--- config.mk ---
export PLATFORM = sky130hd
export DESIGN_NAME = dmem_arbiter
export DESIGN_NICKNAME = d
export VERILOG_FILES = /design/src/rtl/dmem_arbiter.sv
export SDC_FILE = /design/constraint.sdc
export NUM_CORES = 1
export LEC_CHECK = 0
export BUFFER_PORTS_ARGS = -buffer_cell sky130_fd_sc_hd__buf_2
export CORE_AREA = 3 3 87 89
export CTS_CLUSTER_SIZE = 24
export DETAILED_ROUTE_END_ITERATION = 10
export DIE_AREA = 0 0 90 92
export SLEW_MARGIN = 0
export SYNTH_ARGS = -nofsm -noshare
export SYNTH_HDL_FRONTEND = slang
export SYNTH_SLANG_ARGS = --single-unit
export TNS_END_PERCENT = 1
--- constraint.sdc ---
create_clock -name clk -period 6.7 [get_ports clk]
set_clock_uncertainty 0.05 [all_clocks]
set_input_delay 2.01 -clock clk [delete_from_list [all_inputs] [get_ports clk]]
set_output_delay 2.01 -clock clk [all_outputs]
set_load 0.1 [all_outputs]
--- src/rtl/dmem_arbiter.sv ---
// dmem_arbiter: round-robin arbiter sharing one single-ported data memory between the CPU
// (port 0) and a DMA/debug master (port 1). Optional port-1 bus lock: DMEM_ARB_LOCK_EN.
module dmem_arbiter #(
    parameter int ADDR_W = 8,
    parameter int DATA_W = 32,
    parameter int RD_LAT = 1
) (
    input  logic              clk,
    input  logic              rst,
    input  logic              req0,
    input  logic              req1,
    input  logic              we0,
    input  logic              we1,
    input  logic [ADDR_W-1:0] addr0,
    input  logic [ADDR_W-1:0] addr1,
    input  logic [DATA_W-1:0] wdata0,
    input  logic [DATA_W-1:0] wdata1,
    input  logic              lock1,
    output logic              gnt0,
    output logic              gnt1,
    output logic              rvalid0,
    output logic              rvalid1,
    output logic [DATA_W-1:0] rdata0,
    output logic [DATA_W-1:0] rdata1,
    output logic [ADDR_W-1:0] mem_addr,
    output logic [DATA_W-1:0] mem_data,
    output logic              mem_rden,
    output logic              mem_wren,
    input  logic [DATA_W-1:0] mem_q
);

    logic              last_gnt_q;
    logic              last_gnt_d;
    logic [RD_LAT-1:0] vld_q;
    logic [RD_LAT-1:0] vld_d;
    logic [RD_LAT-1:0] id_q;
    logic [RD_LAT-1:0] id_d;
    logic              lock_hold;
    logic              rd_acc;

`ifdef DMEM_ARB_LOCK_EN
    typedef enum logic {ARB = 1'b0, LOCK1 = 1'b1} state_t;
    state_t state_q;

    assign lock_hold = (state_q == LOCK1) && lock1;

    // Lock FSM: enter on a locked port-1 accept, leave on the first cycle lock1 drops
    always_ff @(posedge clk) begin
        if (rst) begin
            state_q <= ARB;
        end else begin
            case (state_q)
                ARB: begin
                    if (gnt1 && lock1) state_q <= LOCK1;
                    else               state_q <= ARB;
                end
                LOCK1: begin
                    if (!lock1) state_q <= ARB;
                    else        state_q <= LOCK1;
                end
                default: state_q <= ARB;
            endcase
        end
    end
`else
    logic unused_lock;
    assign unused_lock = lock1;
    assign lock_hold   = 1'b0;
`endif

    // Grant selection: lock, then round-robin on contest, else the lone requester
    always_comb begin
        gnt0 = 1'b0;
        gnt1 = 1'b0;
        if (rst) begin
            gnt0 = 1'b0;
            gnt1 = 1'b0;
        end else if (lock_hold) begin
            gnt1 = req1;
        end else if (req0 && req1) begin
            gnt0 = last_gnt_q;
            gnt1 = !last_gnt_q;
        end else begin
            gnt0 = req0;
            gnt1 = req1;
        end
    end

    // Memory drive from the granted port; port 0 fields when idle
    always_comb begin
        if (gnt1) begin
            mem_addr = addr1;
            mem_data = wdata1;
            mem_rden = !we1;
            mem_wren = we1;
        end else begin
            mem_addr = addr0;
            mem_data = wdata0;
            mem_rden = gnt0 && !we0;
            mem_wren = gnt0 && we0;
        end
    end

    assign rd_acc     = mem_rden;
    assign last_gnt_d = gnt1 ? 1'b1 : (gnt0 ? 1'b0 : last_gnt_q);

    // Read-tag pipeline: stage 0 takes the new read, later stages shift along
    always_comb begin
        vld_d    = vld_q;
        id_d     = id_q;
        vld_d[0] = rd_acc;
        id_d[0]  = gnt1;
        for (int i = 1; i < RD_LAT; i++) begin
            vld_d[i] = vld_q[i-1];
            id_d[i]  = id_q[i-1];
        end
    end

    // State registers; reset drops any in-flight reads
    always_ff @(posedge clk) begin
        if (rst) begin
            last_gnt_q <= 1'b1;
            vld_q      <= '0;
            id_q       <= '0;
        end else begin
            last_gnt_q <= last_gnt_d;
            vld_q      <= vld_d;
            id_q       <= id_d;
        end
    end

    assign rvalid0 = vld_q[RD_LAT-1] && !id_q[RD_LAT-1];
    assign rvalid1 = vld_q[RD_LAT-1] && id_q[RD_LAT-1];
    assign rdata0  = mem_q;
    assign rdata1  = mem_q;

endmodule

==> out/results.ini <==
[critical_path]
crit_required_ns=4.64
critPathLaunch=req0
critPathMostFrequentCell=buf_2
crit_path_start_kind=input port
crit_type=input port to primary output
cpLargestDelayFamily=buffers and inverters
slowest_delay_ns=0.37
timing.critical_path.slowest_stage_cell=mux2_2
r2r_start=last_gnt_q$_SDFFE_PP1P_
critical_path.cell_chain=buf_2 -> a21bo_4 -> nor2_8 -> buf_12 -> mux2_2 -> buf_2
critPathBufInv=3
arrival_ns=3.41
crit_path_max_fanout=41
end_kind=primary output

[final_layout]
drive_gt1_frac=0.903
final_area_um2=1620
insertedDiodeCount=0
final_nets=316
final.fill_count=755
most-common-layout-cells=buf_2, mux2_4, clkbuf_8, dfxtp_1
fin_util=0.237
layout_commonest_cell=buf_2
multiInputGateArea_um2=716
register_area_um2=60.1
area.growth.synth_to_final_pct=21.0

[routing]
vias=1041
wire_per_inst_um=12.6
route.detailed.drc=0
drt.antenna.violating_nets=0
route.detailed.vias_per_inst=3.57
routed_wirelength_mm=3.67
drtPass1Iterations=4
1st_iter_drt_viols=22

[clock_network]
clk-insertion-delay-late_ns=0.22
post_cts_resize_count=0
cts_tree=built
clock-root-buffer=clkbuf_8
numClockSinks=3
htree_num_levels=1
cts.hold.buffers_added=0
cts_buffer_depth=2
tritoncts_buffer_count=3
post-cts-setup-buffers=0
cts.reportedPaths.clkPinSlew_ns=0.03

[floorplan]
die_height_um=92
coreArea_um2=6830
die_width_um=90
die_area_um2=8280
floorplan.rows=30
io_pins=229
start_util=0.196

[flow_run]
maxCapViolCount=0

[timing]
drv_slew=0
hold_violations=0
setup_repair_after_global_routing_missed_its_margin=no
worst-slew-pin-transition_ns=0.503
setup_tns_ns=0
post_layout_min_period_ns=5.47
period_share=0.816
fin_ws_ns=1.23
maxClockFrequency_mhz=183
setup-violations-final=0
relSlewSlack=0.667

[logic_synthesis]
netlist_instances=128
synth_largest_type_area_fraction=0.438
syn_nets=247
synth.yosys.warnings=0
yosysUniqueCellTypes=18
netlist_area_um2=1340
synth_area_leader_cell=mux2_4
synth.area.top_cells=mux2_4, buf_4, buf_12, dfxtp_1, nor2_8
postSynthAreaPerCell_um2=10.4
synth_sequential_area_ratio=0.0449
synth.ff_latch_count=3

[grt]
aggregate_global_routing_overflow=0
grt_pass1_wl_mm=5.38
grt_use_met3=0.0263
global_route_usage_over_all_layers=0.0781
grt_max_usage_layer=met2
grt_max_degree=42
globalRouteMet1Util=0.0761
antenna_found_initial=0
grt_pass1_vias=1095
globalRouteMet2Util=0.141

[min_path]
worst_hold_path_startpoint=last_gnt_q$_SDFFE_PP1P_
worst_hold_path_type=flop to flop

[outcome]
outcome=finished, final reports clean

[pwr]
power-per-cell-area_nw_per_um2=195
worst_ir_drop_on_vdd_uv=47.2
power.leakage_nw=0.917
power.total_mw=0.315

[place]
dpl_worst_slack_ns=1.22
place_area_um2=1570
gp_routability_congestion=0.830
buffer_ports.inserted=131
detailed_place_hpwl_mm=3.27

synthesized netlist by cell type:
library cell / number
nor2_1: 2
dfxtp_1: 3
buf_4: 64
o21ai_0: 1
or3_1: 1
o31ai_1: 2
nand2b_1: 1
and2_1: 1
or2b_1: 1
nor2_8: 1
mux2_4: 39
a21bo_4: 1
nand3_1: 2
nor2b_1: 1
nand2_1: 2
mux2_2: 1
buf_12: 4
a21oi_1: 1
tightest hold or removal path, stage by stage, from the launching register on:
cell and delay (ns):
dfxtp_1 0.37, o21ai_0 0.11, nand2b_1 0.06
routing by layer:
| layer | vias up | wire [um] |
|---|---|---|
| li1 | 502 | - |
| met1 | 436 | 1180 |
| met2 | 80 | 1860 |
| met3 | 23 | 501 |
| met4 | 0 | 121 |
| met5 | - | 0 |
worst paths after layout:
path                        endpoint  slack [ns]  cells past startpoint
max                      mem_addr[7]        1.23                      6
min          last_gnt_q$_SDFFE_PP1P_        0.52                      2
max reg2reg         vld_q$_SDFF_PP0_        5.57                      3
min reg2reg  last_gnt_q$_SDFFE_PP1P_        0.52                      2
where the power goes:
part	internal (mW)	switching, mW	total, mW
Clock	0.0406	0.0118	0.0524
Sequential	0.0192	0.000734	0.0199
Combinational	0.0620	0.181	0.243
Total	0.122	0.193	0.315
layout make-up:
cell class / instances / share of cell area
Sequential cell: 3 / 0.0372
Tap cell: 96 / 0.0743
Timing Repair Buffer: 132 / 0.418
Clock buffer: 4 / 0.0279
Multi-Input combinational cell: 57 / 0.443
stage by stage:
stage,hold slack (ns),cells
global placement,0.498,288
detailed placement,0.507,288
floorplan,0.468,128
CTS,0.518,292
global route,0.568,292
finish,0.519,292
registers in the layout (all words and copies together) (netlist names):
signal,flops
vld_q,1
id_q,1
last_gnt_q,1
cells by family (layout without fill, tap and decap cells):
family,Yosys count,count (layout),synth area share
mux,40,40,0.447
compound gates,5,5,0.0309
flops,3,3,0.0449
buf+inv,68,136,0.419
simple gates,12,12,0.0581
No activity file was read; power rests on OpenSTA's default activity.
